## src/rtl/mem_arb_2p.sv

```systemverilog
// Two-port round-robin arbiter in front of a 1r1w word memory, with a 1-cycle response path per port.
// Optional MEM_ARB_STATS_EN adds saturating per-port grant counters.
module mem_arb_2p #(
    parameter int WIDTH = 32,
    parameter int DEPTH = 4,
    localparam int AW = $clog2(DEPTH) + 2
) (
    input  logic             clk,
    input  logic             rst,
    input  logic             r0_valid,
    input  logic             r0_we,
    input  logic [AW-1:0]    r0_addr,
    input  logic [WIDTH-1:0] r0_wdata,
    output logic             r0_ready,
    output logic             r0_rvalid,
    output logic [WIDTH-1:0] r0_rdata,
    output logic             r0_err,
    input  logic             r1_valid,
    input  logic             r1_we,
    input  logic [AW-1:0]    r1_addr,
    input  logic [WIDTH-1:0] r1_wdata,
    output logic             r1_ready,
    output logic             r1_rvalid,
    output logic [WIDTH-1:0] r1_rdata,
    output logic             r1_err,
    output logic [AW-1:0]    mem_rd_addr,
    output logic [AW-1:0]    mem_wr_addr,
    output logic [WIDTH-1:0] mem_wr_din,
    output logic             mem_we,
`ifdef MEM_ARB_STATS_EN
    output logic [15:0]      r0_grants,
    output logic [15:0]      r1_grants,
`endif
    input  logic [WIDTH-1:0] mem_rd_dout
);

    typedef enum logic {IDLE, RESP} resp_state_t;

    resp_state_t r0_state, r0_state_next;
    resp_state_t r1_state, r1_state_next;
    logic        last_grant;
    logic        r0_err_q, r1_err_q;
    logic        grant0, grant1;
    logic        mis0, mis1;

    // last_grant: 0 means r0 was granted last, 1 means r1; a tie goes to the other one
    assign grant0 = r0_valid & (~r1_valid | last_grant);
    assign grant1 = r1_valid & (~r0_valid | ~last_grant);
    assign mis0   = |r0_addr[1:0];
    assign mis1   = |r1_addr[1:0];

    always_comb begin
        r0_ready      = grant0;
        r1_ready      = grant1;
        mem_rd_addr   = '0;
        mem_wr_addr   = '0;
        mem_wr_din    = '0;
        r0_state_next = grant0 ? RESP : IDLE;
        r1_state_next = grant1 ? RESP : IDLE;
        if (grant0) begin
            mem_rd_addr = r0_addr;
            mem_wr_addr = r0_addr;
            mem_wr_din  = r0_wdata;
        end else if (grant1) begin
            mem_rd_addr = r1_addr;
            mem_wr_addr = r1_addr;
            mem_wr_din  = r1_wdata;
        end
        // Gated by rst so no write can leak out while reset is held
        mem_we    = rst & ((grant0 & r0_we & ~mis0) | (grant1 & r1_we & ~mis1));
        r0_rvalid = (r0_state == RESP);
        r1_rvalid = (r1_state == RESP);
        r0_err    = r0_rvalid & r0_err_q;
        r1_err    = r1_rvalid & r1_err_q;
    end

    always_ff @(posedge clk or negedge rst) begin
        if (!rst) begin
            r0_state   <= IDLE;
            r1_state   <= IDLE;
            last_grant <= 1'b1;
            r0_err_q   <= 1'b0;
            r1_err_q   <= 1'b0;
            r0_rdata   <= '0;
            r1_rdata   <= '0;
        end else begin
            r0_state <= r0_state_next;
            r1_state <= r1_state_next;
            if (grant0) begin
                last_grant <= 1'b0;
                r0_err_q   <= mis0;
                if (!r0_we && !mis0) r0_rdata <= mem_rd_dout;
            end
            if (grant1) begin
                last_grant <= 1'b1;
                r1_err_q   <= mis1;
                if (!r1_we && !mis1) r1_rdata <= mem_rd_dout;
            end
        end
    end

`ifdef MEM_ARB_STATS_EN
    always_ff @(posedge clk or negedge rst) begin
        if (!rst) begin
            r0_grants <= '0;
            r1_grants <= '0;
        end else begin
            if (grant0 && r0_grants != 16'hFFFF) r0_grants <= r0_grants + 16'd1;
            if (grant1 && r1_grants != 16'hFFFF) r1_grants <= r1_grants + 16'd1;
        end
    end
`endif

endmodule

```

## config.mk

```make
export PLATFORM = sky130hd
export DESIGN_NAME = mem_arb_2p
export DESIGN_NICKNAME = d
export VERILOG_FILES = /design/src/rtl/mem_arb_2p.sv
export SDC_FILE = /design/constraint.sdc
export NUM_CORES = 1
export LEC_CHECK = 0
export CAP_MARGIN = 20
export CORE_ASPECT_RATIO = 0.6
export CORE_MARGIN = 5
export CORE_UTILIZATION = 34
export CTS_CLUSTER_SIZE = 16
export DETAILED_ROUTE_END_ITERATION = 7
export PLACE_DENSITY = 0.83
export SYNTH_ARGS = -nofsm -noshare
export SYNTH_HDL_FRONTEND = slang
export SYNTH_SLANG_ARGS = --single-unit
```

## constraint.sdc

```tcl
create_clock -name clk -period 2.1 [get_ports clk]
set_input_delay 0.42 -clock clk [delete_from_list [all_inputs] [get_ports clk]]
set_output_delay 0.42 -clock clk [all_outputs]
set_load 0.01 [all_outputs]
```

After elaboration in Yosys (flattened, before gate mapping)
Index checks and enable logic that the tools add are counted.
{"block": "word_totals", "mem_bits_rw": 0, "input_bits": 110, "romBits": 0, "latch_bits": 0, "mem_count": 0, "elab_cells": 43, "reg_bits": 69}
{"block": "classes", "n_bitwise": 17, "mul": 0, "div_mod_pow": 0, "add_sub_neg": 0, "n_shift": 0, "n_eq_ne": 0, "n_lt_le_gt_ge": 0, "n_reduce_logical": 11, "muxes": 8}
{"operator": "32-bit 2-to-1 mux", "count": 2}
{"operator": "1-bit AND", "count": 9}
{"operator": "4-bit 2-to-1 mux", "count": 2}
{"operator": "1-bit NOT", "count": 5}
{"operator": "1-bit zero test", "count": 4}
{"operator": "1-bit 2-to-1 mux", "count": 4}
{"operator": "2-bit AND reduction", "count": 2}
{"operator": "2-bit OR reduction", "count": 2}
{"operator": "1-bit OR", "count": 3}
{"operator": "1-bit logical AND", "count": 2}
{"operator": "2-bit nonzero test", "count": 1}

Longest topological paths before layout
Gate-level depths: netlist (run 1).
{"block": "logic_depth", "word_depth": 7, "mapped_depth": 5, "depth_no_buf": 3}

Worst setup path before layout (run 1)
OpenSTA, ideal clock, no wires.
{"block": "synth_timing", "path_type": "register to output", "start": "register last_grant", "end": "output mem_wr_din[23]", "path_buffers": 1, "setup_slack_ps": 296, "required_time_ps": 1680, "stages_incl_launch_ff": 5, "t_arrival_ps": 1384, "path_cell_list": "dfstp_2 nand2b_1 and2_1 clkbuf_1 a22o_1"}
{"block": "synth_via", "elab_cells_between_ends": 7}
{"element": "from (decl)", "line": "41", "text": "logic last_grant;"}
{"element": "from (signal assigned)", "line": "81", "text": "last_grant <= 1'b1;"}
{"element": "from (signal assigned)", "line": "90", "text": "last_grant <= 1'b0;"}
{"element": "from (signal assigned)", "line": "95", "text": "last_grant <= 1'b1;"}
{"element": "1-bit OR", "line": "47", "text": "assign grant0 = r0_valid & (~r1_valid | last_grant);"}
{"element": "1-bit AND", "line": "47"}
{"element": "named net r0_ready", "line": "14", "text": "output logic r0_ready,"}
{"element": "32-bit 2-to-1 mux", "line": "60", "text": "if (grant0) begin"}
{"element": "to (decl)", "line": "28", "text": "output logic [WIDTH-1:0] mem_wr_din,"}
The timed path passes the listed nets, and every way through them passes these cells.

Worst setup path after layout (run 1)
{"block": "layout_timing", "start": "register last_grant", "end": "output mem_wr_din[10]"}
{"block": "layout_via", "elab_chain_cells": 5, "elab_cells_between_ends": 7}
{"element": "1-bit NOT", "line": "48", "text": "assign grant1 = r1_valid & (~r0_valid | ~last_grant);"}
{"element": "1-bit OR", "line": "48"}
{"element": "1-bit AND", "line": "48"}
{"element": "32-bit 2-to-1 mux", "line": "64", "text": "end else if (grant1) begin"}
{"element": "32-bit 2-to-1 mux *", "line": "60"}
Mark *: on every way between the ends. The rest lies on a longest branch, timed or not.

==> results.toml, run 1 <==
[status]
status = "completed"

[placement]
gp_congestion = 0.866
pre_cts_slack_ns = -0.454
portBuffers = 220
place_area_um2 = 5350
hpwl_um = 8790

[timing]
tightestPinTransition_ns = 0.821
maxSlewViolCount = 0
finalClockSkew_ns = 0.00370
fin_crit_sh_pct = 99.1
hold_viol = 0
finalSetupViolations = 0
setup_ws_ns = 0.0187
rsz0062_at_grt = "true"
slew_headroom_pct = 45.3
max_freq_mhz = 480
fin_crit_ns = 2.08

[power]
leakage_nw = 2.49
fin_total_pwr_mw = 5.24
power_density_nw_per_um2 = 938
peakVddDrop_mv = 0.494

[cts]
clk_latency_ns = 0.32
cts-root-buf = "clkbuf_16"
cts_made_buffers = 9
tritoncts = "yes"
cts_max_level = 3
clk_path_buf_depth = 2
cts_sinks = 69
path_clk_slew_ns = 0.06

[finish]
final_util_pct = 65.8
nets = 547
drive_above_1_share_pct = 26.0
area_growth_syn_to_layout_pct = 88.7
final_area_um2 = 5590
antenna_cells = 0

[global_route]
met3_usage_pct = 9.13
grt-ovfl-total = 0
grt_pass1_vias = 2928
grt_max_degree = 67
busiest_layer = "met2"
antenna_found_initial = 0
grt_pass1_wl_um = 15900
grtUsageMet1_pct = 22.8
grtUsageTotal_pct = 19.6
met2_usage_pct = 33.3

[die]
ioPinCount = 221
initial_utilization_pct = 34.9
die_w_um = 131
rows = 26
die_h_um = 82.3
dieArea_um2 = 10700
coreArea_um2 = 8490

[route]
wl_per_cell_um = 19.6
drc = 0
drt_iter0_drc = 104
drt_wl_total_um = 10900
first_pass_iters = 4
vias = 2619
viasPerCell = 4.73
postRouteAntennaNets = 0

[logic_synthesis]
yosys.area.top_type_share_pct = 57.4
synth_ff_type = "dfrtp_1"
synthTopCellsByCount = "68 x dfrtp_1, 36 x a22o_1, 34 x mux2_2"
ys_seq_elements = 69
synthCells = 205
yosys-top-cells-area = "dfrtp_1 57%, mux2_2 13%, mux2_1 11%"
ys_seq_area_share_pct = 58.3
ys_async_sr_fraction_pct = 100
synth_cell_types = 21
syn_area_per_cell_um2 = 14.5
synth_area_um2 = 2960
syn-num-nets = 315
synth_warnings = 0
synth_most_common_cell = "dfrtp_1"
synth_area_leader_cell = "dfrtp_1"
synth_edf_count = 0

[setup_path]
required_ns = 1.68
crit_type = "reg2out"
worst-path-max-fanout = 13
cp-end-kind = "output port"
crit_path_start_kind = "register"
arrival_ns = 1.66

[hold_path]
hp-class = "reg2reg"

[run]
cap_violations = 0
cells in the final DEF (no fill, tap or decap), types with 3 or more instances in the layout:
master | netlist | routed
a22o_1 | 36 | 35
buf_12 | 0 | 3
buf_2 | 9 | 36
buf_4 | 4 | 12
buf_6 | 0 | 6
clkbuf_16 | 0 | 9
clkdlybuf4s50_1 | 0 | 174
dfrtp_1 | 68 | 68
dlygate4sd2_1 | 0 | 4
mux2_1 | 30 | 30
mux2_2 | 34 | 34
nor2_1 | 3 | 3
routing by layer:
metal,vias up,wire length (µm),part of all wire [%]
li1,1223,-,-
met1,1261,4160,38
met2,126,5370,49
met3,9,1220,11
met4,0,106,0.98
met5,-,0,0
repair_timing:
| item | in CTS | in global routing |
|---|---|---|
| buffers inserted | 2 | 1 |
| resized for setup | 177 | 9 |
| hold endpoints to repair | 2 | 0 |
| pin swaps | 3 | 1 |
| hold buffers | 1 | 0 |
| setup endpoints to repair | 43 | 18 |
| cloned | 1 | 0 |
sequential cells by signal (all words and copies together) (netlist names):
name,count
last_grant,1
r0_rvalid,1
r1_err_q,1
r0_err_q,1
r0_rdata,32
r1_rvalid,1
r1_rdata,32
path summary, 6_finish.rpt:
check	cells past startpoint	slack [ns]	endpoint	from
max	6	0.02	mem_wr_din[10]	last_grant
min	1	0.48	r0_err_q	r0_err_q
max reg2reg	7	0.20	r1_rdata[15]	last_grant
min reg2reg	1	0.48	r0_err_q	r0_err_q
max in group asynchronous	3	0.54	r0_rdata[29]	rst
min in group asynchronous	2	0.52	r1_rvalid	rst
report_power, final:
part           switching, mW  leakage, nW  internal, mW
Clock                  0.546        0.166          1.11
Sequential             0.177        0.829          1.67
Combinational          0.652         1.49          1.10
Total                   1.37         2.49          3.87
critical path, cell delays in order, from the launching register on:
cell and delay (ns):
dfstp_2 0.54, nand2b_4 0.12, and2_4 0.17, buf_8 0.14, buf_4 0.12, a22o_1 0.12
buf_2 0.13
kinds of logic (layout without fill, tap and decap cells):
| logic type | count (synthesis) | after routing | share of synthesized area, % |
|---|---|---|---|
| buffers and inverters | 19 | 256 | 3.29 |
| AND/OR/NAND/NOR | 12 | 12 | 2.28 |
| AO/OA/AOI/OAI | 41 | 41 | 11.8 |
| flip-flops | 69 | 69 | 58.3 |
| multiplexers | 64 | 64 | 24.3 |
per-stage QoR:
stage	TNS [ns]	hold slack, ns	instances
3_5_place_dp	-24.22	0.261	533
4_1_cts	-0.0220	0.484	553
5_1_grt	-0.150	0.490	554
3_3_place_gp	-21.93	0.263	533
2_1_floorplan	0	0.124	205
6_report	0	0.479	554
area by class of cell:
| class | instances | area [µm²] |
|---|---|---|
| fill | 650 | 2900 |
| timing repair buffer | 239 | 2220 |
| sequential | 69 | 1730 |
| multi-input combinational | 117 | 1160 |
| clock buffer | 11 | 253 |
| tap | 112 | 140 |
| clock inverter | 5 | 82.6 |
| inverter | 1 | 3.75 |
(Power assumes the default switching activity.)
==> inputs of run 2 (changes only) <==
--- a/config.mk
+++ b/config.mk
@@ -9,8 +9,9 @@
 export CORE_ASPECT_RATIO = 0.6
 export CORE_MARGIN = 5
 export CORE_UTILIZATION = 34
-export CTS_CLUSTER_SIZE = 16
+export CTS_CLUSTER_SIZE = 40
 export DETAILED_ROUTE_END_ITERATION = 7
+export GPL_TIMING_DRIVEN = 0
 export PLACE_DENSITY = 0.83
 export SYNTH_ARGS = -nofsm -noshare
 export SYNTH_HDL_FRONTEND = slang
==> run 2 against run 1 <==
The run now ends with negative setup slack left. Setup slack lost 0.10 ns. Power shrank 1.7%. Critical endpoint is now mem_wr_din[20]. Register-to-register slack gained 0.14 ns. Global-route usage grew 1.1 points. Worst hold slack lost 0.37 ns. Sequential power is essentially flat.
==> results.toml, run 2 (synthesized netlist as in run 1, its figures left out) <==
[finish]
final_cell_mix = "174 x clkdlybuf4s50_1, 68 x dfrtp_1, 36 x a22o_1, 36 x buf_2, 34 x mux2_2"
fin_cells = 566
largest_registers = "r0_rdata x32, r1_rdata x32"
antenna_cells = 0
nets = 559
area_growth_syn_to_layout_pct = 92.4
drive_above_1_share_pct = 28.0
final_area_um2 = 5700
fill_cells = 622
final_common_cell = "clkdlybuf4s50_1"

[cts]
clk_path_buf_depth = 2
path_clk_slew_ns = 0.05
ctsHoldBuffers = 0
cts_max_level = 3
cts_made_buffers = 9
clk_latency_ns = 0.32
tritoncts = "yes"
cts_sinks = 69
cts-root-buf = "clkbuf_16"

[timing]
rsz0062_at_grt = "true"
tightestPinTransition_ns = 0.640
fin_crit_ns = 2.19
finalClockSkew_ns = 0.00487
slew_headroom_pct = 57.3
maxSlewViolCount = 0
fin_crit_sh_pct = 104
hold_viol = 0
fin_hold_ws_ns = 0.107
setup_ws_ns = -0.0857
max_freq_mhz = 458
finalSetupViolations = 20
setup-tns-final_ns = -1.12

[setup_path]
worst-path-max-fanout = 5
regToRegSetupSlack_ns = 0.34
required_ns = 1.68
arrival_ns = 1.77
critPathSlowestCell = "dfstp_2"
crit_path_start_kind = "register"
critPathMaxStageDelay_ns = 0.54
crit_top_cell = "buf_6"
crit_type = "reg2out"
cp-end-kind = "output port"
worstPathCellList = "nand2b_4, and2_4, buf_6, buf_6, buf_6, a22o_1, buf_2"

[run]
cap_violations = 0

[power]
peakVddDrop_mv = 0.544
power_density_nw_per_um2 = 905
leakage_nw = 2.53

[global_route]
busiest_layer = "met2"
grtUsageTotal_pct = 20.7
grt-ovfl-total = 0
grt_max_degree = 72
met3_usage_pct = 9.70
antenna_found_initial = 0
grtUsageMet1_pct = 25.6
grt_pass1_vias = 3087
grt_pass1_wl_um = 16800
met2_usage_pct = 32.5

[die]
dieArea_um2 = 10700
coreArea_um2 = 8490
die_h_um = 82.3
initial_utilization_pct = 34.9
ioPinCount = 221
die_w_um = 131
rows = 26

[route]
postRouteAntennaNets = 0
wl_per_cell_um = 19.6
drt_wl_total_um = 11100
first_pass_iters = 4
drt_iter0_drc = 85
viasPerCell = 4.83
vias = 2733
drc = 0

[placement]
pre_cts_slack_ns = -0.914
place_area_um2 = 5300
hpwl_um = 8680
gp_congestion = 0.873
dp_cells = 537
portBuffers = 220

[status]
violations = "negative setup slack"
status = "complete, but fails checks"

[hold_path]
hp-class = "in2async"
-- run 2: cell types whose count changed in the layout (fill, tap and decap cells not counted), moves of 2 or more --
cell      before  now
buf_8          2    0
clkbuf_4       0    2
buf_6          6   24
clkbuf_8       2    4
buf_12         3    1
buf_4         12    6
-- run 2: what timing repair did --
action | CTS | global route
setup buffers | 10 | 0
setup endpoints to repair | 43 | 41
gates cloned | 4 | 0
pin swaps | 24 | 8
resized for setup | 214 | 11
-- run 2: per-stage QoR --
stage	util [%]	total power [mW]
2_1_floorplan	-	2.44
3_3_place_gp	62.5	3.60
3_5_place_dp	62.5	3.66
4_1_cts	67.1	5.22
5_1_grt	67.1	5.42
6_report	67.1	5.16
-- run 2: worst paths after layout --
check / cells past startpoint / end / start
setup reg to reg: 5 / r1_rdata[15] / last_grant
hold / removal: 1 / r0_rdata[11] / rst
hold reg to reg: 1 / r1_rdata[12] / r1_rdata[12]
max in group asynchronous: 1 / r1_rdata[2] / rst
min in group clk: 1 / r1_rdata[12] / r1_rdata[12]
setup / recovery: 7 / mem_wr_din[20] / last_grant
-- run 2: layout make-up --
cell class / count / area (µm²) / share of cell area [%]
timing repair buffer: 233 / 2210 / 38.7
sequential: 69 / 1730 / 30.3
buffer: 18 / 161 / 2.83
inverter: 1 / 3.75 / 0.0659
tap: 112 / 140 / 2.46
clock buffer: 11 / 243 / 4.26
clock inverter: 5 / 60.1 / 1.05
multi-input combinational: 117 / 1150 / 20.3
-- run 2: where the power goes --
group	leakage [nW]	internal, mW	total [mW]	switching (mW)
sequential	0.829	1.67	1.84	0.176
clock	0.146	0.953	1.50	0.550
combinational	1.56	1.15	1.81	0.664
-- run 2: critical path, delay by kind of cell (launching register included) --
family | cells | cell delay [ns]
AOI/OAI and AO/OA | 1 | 0.14
and+or+nand+nor | 2 | 0.32
DFF | 1 | 0.54
buffers and inverters | 4 | 0.46
-- run 2: routing by layer --
layer  share of wire, %  vias to the layer above  wire [µm]
met5                  0                        -          0
met2                 47                      132       5220
met1                 40                     1331       4470
met3                 11                       20       1170
met4                2.0                        0        220
li1                   -                     1250          -
